$ cat src/rtl/tdm_demux_deser.sv
// Receive-side TDM deserializer: steps the mux select across WIDTH slots, samples
// one serial bit per slot and publishes the rebuilt parallel word with a 1-cycle pulse.
module tdm_demux_deser #(
  parameter int WIDTH = 8,
  parameter int SEL_W = 3
) (
  input  logic             clk,
  input  logic             rst,
  input  logic             start,
  input  logic             continuous,
  input  logic             abort,
  input  logic             din,
  input  logic             din_valid,
  output logic [SEL_W-1:0] sel,
  output logic [WIDTH-1:0] word,
  output logic             word_valid,
  output logic             busy,
  output logic             restart_err
);

  typedef enum logic [0:0] {
    ST_IDLE    = 1'b0,
    ST_COLLECT = 1'b1
  } state_t;

  localparam logic [SEL_W-1:0] SEL_LAST = SEL_W'(WIDTH - 1);
  localparam logic [SEL_W-1:0] SEL_ONE  = SEL_W'(1);

  state_t             state_r;
  logic [SEL_W-1:0]   sel_r;
  logic [WIDTH-1:0]   shadow_r;
  logic [WIDTH-1:0]   word_r;
  logic               word_valid_r;
  logic               busy_r;
  logic               restart_err_r;

  // Frame sequencer: abort beats start, start beats capture, so a restart on the
  // last slot drops the word instead of publishing it.
  always_ff @(posedge clk or posedge rst) begin
    if (rst) begin
      state_r       <= ST_IDLE;
      sel_r         <= {SEL_W{1'b0}};
      shadow_r      <= {WIDTH{1'b0}};
      word_r        <= {WIDTH{1'b0}};
      word_valid_r  <= 1'b0;
      busy_r        <= 1'b0;
      restart_err_r <= 1'b0;
    end else begin
      word_valid_r <= 1'b0;
      if (abort) begin
        state_r  <= ST_IDLE;
        sel_r    <= {SEL_W{1'b0}};
        shadow_r <= {WIDTH{1'b0}};
        busy_r   <= 1'b0;
      end else if (start) begin
        restart_err_r <= (state_r == ST_COLLECT);
        state_r       <= ST_COLLECT;
        sel_r         <= {SEL_W{1'b0}};
        shadow_r      <= {WIDTH{1'b0}};
        busy_r        <= 1'b1;
      end else begin
        case (state_r)
          ST_IDLE: begin
            sel_r  <= {SEL_W{1'b0}};
            busy_r <= 1'b0;
          end
          ST_COLLECT: begin
            busy_r <= 1'b1;
            if (din_valid) begin
              shadow_r[sel_r] <= din;
              if (sel_r == SEL_LAST) begin
                // The last bit goes straight into the word, bypassing the shadow.
                word_r       <= {din, shadow_r[WIDTH-2:0]};
                word_valid_r <= 1'b1;
                sel_r        <= {SEL_W{1'b0}};
                if (continuous) begin
                  state_r <= ST_COLLECT;
                  busy_r  <= 1'b1;
                end else begin
                  state_r <= ST_IDLE;
                  busy_r  <= 1'b0;
                end
              end else begin
                sel_r <= sel_r + SEL_ONE;
              end
            end else begin
              sel_r <= sel_r;
            end
          end
          default: begin
            state_r <= ST_IDLE;
            sel_r   <= {SEL_W{1'b0}};
            busy_r  <= 1'b0;
          end
        endcase
      end
    end
  end

  assign sel         = sel_r;
  assign word        = word_r;
  assign word_valid  = word_valid_r;
  assign busy        = busy_r;
  assign restart_err = restart_err_r;

endmodule

$ cat config.mk
export PLATFORM = sky130hd
export DESIGN_NAME = tdm_demux_deser
export DESIGN_NICKNAME = d
export VERILOG_FILES = /design/src/rtl/tdm_demux_deser.sv
export SDC_FILE = /design/constraint.sdc
export NUM_CORES = 1
export LEC_CHECK = 0
export ABC_AREA = 1
export BUFFER_PORTS_ARGS = -buffer_cell sky130_fd_sc_hd__buf_2
export CAP_MARGIN = 25
export CORE_MARGIN = 4
export CORE_UTILIZATION = 52
export DETAILED_ROUTE_END_ITERATION = 10
export PLACE_DENSITY_LB_ADDON = 0.2
export SYNTH_ARGS = -nofsm -noshare
export SYNTH_HDL_FRONTEND = slang
export SYNTH_SLANG_ARGS = --single-unit
$ cat constraint.sdc
create_clock -name clk -period 2 [get_ports clk]
set_clock_uncertainty 0.05 [all_clocks]
set_input_delay 0.1 -clock clk [delete_from_list [all_inputs] [get_ports clk]]
set_output_delay 0.1 -clock clk [all_outputs]
set_load 0.05 [all_outputs]
Word level (Yosys, flattened, before mapping):

Cells that the tools add are included.

* register bits after elaboration: 23
* input port bits: 7
* output and inout port bits: 14
* logic and storage cells: 47

* add/sub/neg operators: 1
* $lt $le $gt $ge: 2
* equal/unequal tests: 2
* muxes and demuxes: 26
* bitwise gates (word level): 3
* reduce and logical (&&, ||, !) cells: 6

Operators with widths (count)
* 8-bit 2-to-1 mux: 4
* 1-bit 2-to-1 mux: 14
* 3-bit 2-to-1 mux: 4
* 8-bit bitwise mux: 1
* 3-bit one-hot mux with 2 select lines: 1
* 3-bit nonzero test: 2
* 5-bit AND reduction: 1
* 3-bit by 4-bit < comparator with 1-bit output, second input constant: 1
* 4-bit inequality test, second input constant: 1
* 2-bit AND reduction: 2
* 3-bit by 1-bit adder with 3-bit output, second input constant: 1
* 1-bit demux with 3-bit select: 1
* 3-bit == test, second input constant: 1
* 3-bit by 1-bit greater-or-equal comparator with 1-bit output, second input constant: 1
* 1-bit NOT: 3
* 1-bit one-hot mux with 2 select lines: 1
* 1-bit logical AND: 1

Logic depth before layout (Yosys ltp):

* word-level depth: 9
* mapped depth: 7
* depth with buffers taken out: 7

Worst setup path after synthesis:

OpenSTA, ideal clock, no wires.

* kind: flip-flop to flip-flop
* from: register sel_r[0] (netlist: sel[0])
* to: register sel_r[0] (netlist: sel[0])
* setup time: 83 ps
* data arrival time: 1657 ps
* required time: 1867 ps
* path slack: 210 ps
* cell stages (with the launch flop): 6
* buffers on the path: 1
* period minus slack after synthesis: 1790 ps
* cells stage by stage: dfrtp_1 ha_1 ha_1 buf_2 or2_2 o21ai_0

* word-level cells in the longest chain between the ends: 6
* elaborated cells between the ends (all ways): 7
* classes of those cells: add/sub: 1; eq/ne: 1; mux: 5

Ends and longest elaborated chain
* start, declared: line 30 `logic [SEL_W-1:0] sel_r;`
* start signal, assigned: line 42 `sel_r <= {SEL_W{1'b0}};`
* start signal, assigned: line 52 `sel_r <= {SEL_W{1'b0}};`
* start signal, assigned: line 58 `sel_r <= {SEL_W{1'b0}};`
* 3-bit by 1-bit adder with 3-bit output / 3-bit == test (equally long branches): line 84, 71
* 3-bit 2-to-1 mux (*): line 71 `if (sel_r == SEL_LAST) begin`
* 3-bit 2-to-1 mux (*): line 69 `if (din_valid) begin`
* 3-bit one-hot mux with 2 select lines (*): line 62 `case (state_r)`
* 3-bit 2-to-1 mux (*): line 55 `end else if (start) begin`
* 3-bit 2-to-1 mux (*): line 50 `if (abort) begin`

Mark *: on every way between the ends. The rest lies on a longest branch, timed or not. The select of a mux whose other input is x is not followed.
A chain may end at the register's enable or synchronous reset.

Worst setup path after layout:

Ends and elaborated chain as after synthesis.

==> metrics.yaml <==
final-setup-viol-count: 0
remaining_drc_errors: 0
place.detailed.hpwl_um: 1550
crit-reg2reg-capture: "sel[0]"
hp_class: "in -> reg"
power_frac_clock_pct: 28.0
route.detailed.wl_per_inst_um: 11.4
post-route-period-util_pct: 84.5
count_of_standard_cell_rows: 15
critPathKind: "reg -> reg"
first_iter_violations: 22
routabilityCongestion: 0.812
end_kind: "flop"
r2r_cells: 4
pin_count_of_the_biggest_net_entering_global_routing: 22
min-delay-start: "din"
n_antenna_cell: 0
min_path_cells: 3
longest_individual_stage_delay_on_the_worst_path_ns: 0.49
timing.rr.start: "sel[0]"
timing.final.hold_violations: 0
arrival_time_at_the_worst_endpoint_ns: 1.85
timing_worst_slew_pin_value_ns: 0.762
die_height_um: 52.7
layout.core_utilization_pct: 66.8
h-tree-depth: 1
startpoint_type: "flop"
ys_ff_latch: 21
grt_pass1_vias: 882
slew_violations: 0
power_frac_seq_pct: 62.4
power_density_nw_per_um2: 582
finalWorstPathRequiredPeriod_ns: 1.69
vdd_drop_max_uv: 464
ant_nets: 0
initial_utilization_pct: 57.7
port_buffers: 20
drt_pre_antenna_iters: 4
timing.critical_path.fanout_max: 10
routed-via-count: 882
timing.max_slew.rel_slack_pct: 49.1
cts.repair.resized: 0
mappedNetlistNets: 141
clock_tree_from_tritoncts: "done"
area_inside_the_core_boundary_um2: 1800
grt_util_all_layers_pct: 18.4
synthesized_netlist_cell_count: 131
critical-path-top-cell-by-count: "sky130_fd_sc_hd__ha_1"
area_growth_syn_to_layout_pct: 15.8
timing.reg2reg.setup_slack_ns: 0.31
finish.net_count: 166
p_leak_nw: 0.749
clkLatencyLatePin_ns: 0.29
critPathSlowestCell: "sky130_fd_sc_hd__dfrtp_1"
via_per_inst: 4.90
post_cts_setup_driven_buffer_insertion_count: 0
drive_gt1_share_pct: 19.4
floorplan.die_area_um2: 2780
clock_tree.buffer_depth: 2
synth_top_area_share_pct: 50.5
power.share.switching_pct: 24.8
grt_first_pass_wirelength_um: 3660
globalRouteOverflowTotal: 0
io_pins: 21
power.internal_uw: 527
number_of_max_cap_violations: 0
die_w_um: 52.7
grt_setup_unrepaired: "false"
cp_data_required_time_ns: 2.16
cts_root_buf: "sky130_fd_sc_hd__clkbuf_4"
tns_ns: 0
synth_sequential_area_ratio_pct: 50.5
cts.sinks: 21
post_synth.cell_area_avg_um2: 7.94
yosys_warnings: 0
cts-buffers-inserted: 3
yosysTopAreaCell: "sky130_fd_sc_hd__dfrtp_1"
cp.buffers_inverters: 0
cell_type_group_with_the_largest_total_delay_on_the_critical_path: "adder cells"
status: "finished, final reports clean"
hold_end: "word[7]"
power.switching_uw: 174
antenna_violations_before_repair: 0
totalWireLength_um: 2060
synthesis.area_um2: 1040
synth.lib_cells_used.distinct: 17
clock.fmax_mhz: 592
holdBufCountCts: 2
yosys-top-cells-area: "sky130_fd_sc_hd__dfrtp_1 51%, sky130_fd_sc_hd__nand2_1 18%, sky130_fd_sc_hd__nand3_1 8.7%"
worstPathCellList: "ha_1 -> ha_1 -> or2_2 -> o21ai_0"
clkSlewWorstSetupHoldPaths_ns: 0.11
combinationalPowerShare_pct: 9.6
synthesized netlist by cell type:
cell type                 instances
sky130_fd_sc_hd__buf_6            1
sky130_fd_sc_hd__o21ai_0          5
sky130_fd_sc_hd__nand4_1          1
sky130_fd_sc_hd__nor2_1           3
sky130_fd_sc_hd__nand3_1         18
sky130_fd_sc_hd__nor2_4           2
sky130_fd_sc_hd__dfrtp_1         21
sky130_fd_sc_hd__nand2_2          1
sky130_fd_sc_hd__a21oi_1          1
sky130_fd_sc_hd__buf_2            2
sky130_fd_sc_hd__nand2_1         50
sky130_fd_sc_hd__o21ai_1          2
sky130_fd_sc_hd__inv_1           18
sky130_fd_sc_hd__ha_1             3
sky130_fd_sc_hd__or2_2            1
sky130_fd_sc_hd__nand2_4          1
sky130_fd_sc_hd__nor2_2           1
cells in the final DEF (no fill, tap or decap):
master / count
sky130_fd_sc_hd__nand2_1: 50
sky130_fd_sc_hd__dfrtp_1: 21
sky130_fd_sc_hd__buf_2: 20
sky130_fd_sc_hd__nor2_2: 1
sky130_fd_sc_hd__nand3_1: 18
sky130_fd_sc_hd__a21oi_1: 1
sky130_fd_sc_hd__o21ai_1: 2
sky130_fd_sc_hd__clkbuf_4: 3
sky130_fd_sc_hd__nand4_1: 1
sky130_fd_sc_hd__nand2_4: 1
sky130_fd_sc_hd__or2_2: 1
sky130_fd_sc_hd__buf_4: 1
sky130_fd_sc_hd__o21ai_0: 5
sky130_fd_sc_hd__clkbuf_1: 1
sky130_fd_sc_hd__dlygate4sd3_1: 2
sky130_fd_sc_hd__inv_1: 18
sky130_fd_sc_hd__nor2_4: 2
sky130_fd_sc_hd__nor2_1: 3
sky130_fd_sc_hd__ha_1: 3
sky130_fd_sc_hd__nand2_2: 1
kinds of logic (layout without fill, tap and decap cells):
| group | Yosys count | count (layout) | share of synthesized area (%) |
|---|---|---|---|
| simple gates | 78 | 78 | 33.5 |
| flops | 21 | 21 | 50.5 |
| buf+inv | 21 | 45 | 8.54 |
| compound gates | 8 | 8 | 3.85 |
| fa+ha+maj | 3 | 3 | 3.61 |
metal layers:
layer	routed length, um	track usage (%)	share of wire [%]
met4	61	9.79	3.0
met5	0	0	0
met1	874	19.6	42
met2	1040	33.7	51
met3	80	3.42	3.9
area by class of cell:
class	count	area, um^2
Sequential cell	21	526
Multi-Input combinational cell	89	425
Timing Repair Buffer	23	128
Tap cell	25	31.3
Fill cell	170	598
Clock buffer	4	26.3
Inverter	18	67.6
worst register-to-register path: stages (launching register included):
cell	delay (ns)
sky130_fd_sc_hd__dfrtp_1	0.49
sky130_fd_sc_hd__ha_1	0.27
sky130_fd_sc_hd__ha_1	0.31
sky130_fd_sc_hd__or2_2	0.31
sky130_fd_sc_hd__o21ai_0	0.17
flip-flops by register name, indices dropped and copies added (netlist names):
register	cells
busy	1
restart_err	1
sel	3
shadow_r	7
word	8
word_valid	1
worst max path at each step:
stage	depth (start not counted)	endpoint	startpoint
6_report	4	sel[0]	sel[0]
2_1_floorplan	5	sel[0]	sel[0]
4_1_cts	4	sel[0]	sel[0]
3_3_place_gp	4	sel[0]	sel[0]
3_5_place_dp	4	sel[0]	sel[0]
5_1_grt	4	sel[0]	sel[0]
power by group through the flow:
stage	Sequential, mW	Clock [mW]	Combinational, mW
after floorplan	0.460	0	0.0297
after global placement	0.445	0	0.0638
after detailed placement	0.445	0	0.0647
after CTS	0.437	0.202	0.0679
after global routing	0.438	0.220	0.0750
final	0.437	0.196	0.0674
stage by stage:
stage	hold WS [ns]	cells	area [um^2]	power (mW)	worst slack (ns)
detailed placement	0.221	174	1160	0.510	0.323
CTS	0.00463	180	1200	0.707	0.300
floorplan	0.0265	131	1040	0.489	0.210
global route	0.0203	180	1200	0.733	0.176
finish	0.0116	180	1200	0.700	0.310
global placement	0.227	174	1160	0.508	0.432
(Power assumes the default switching activity.)
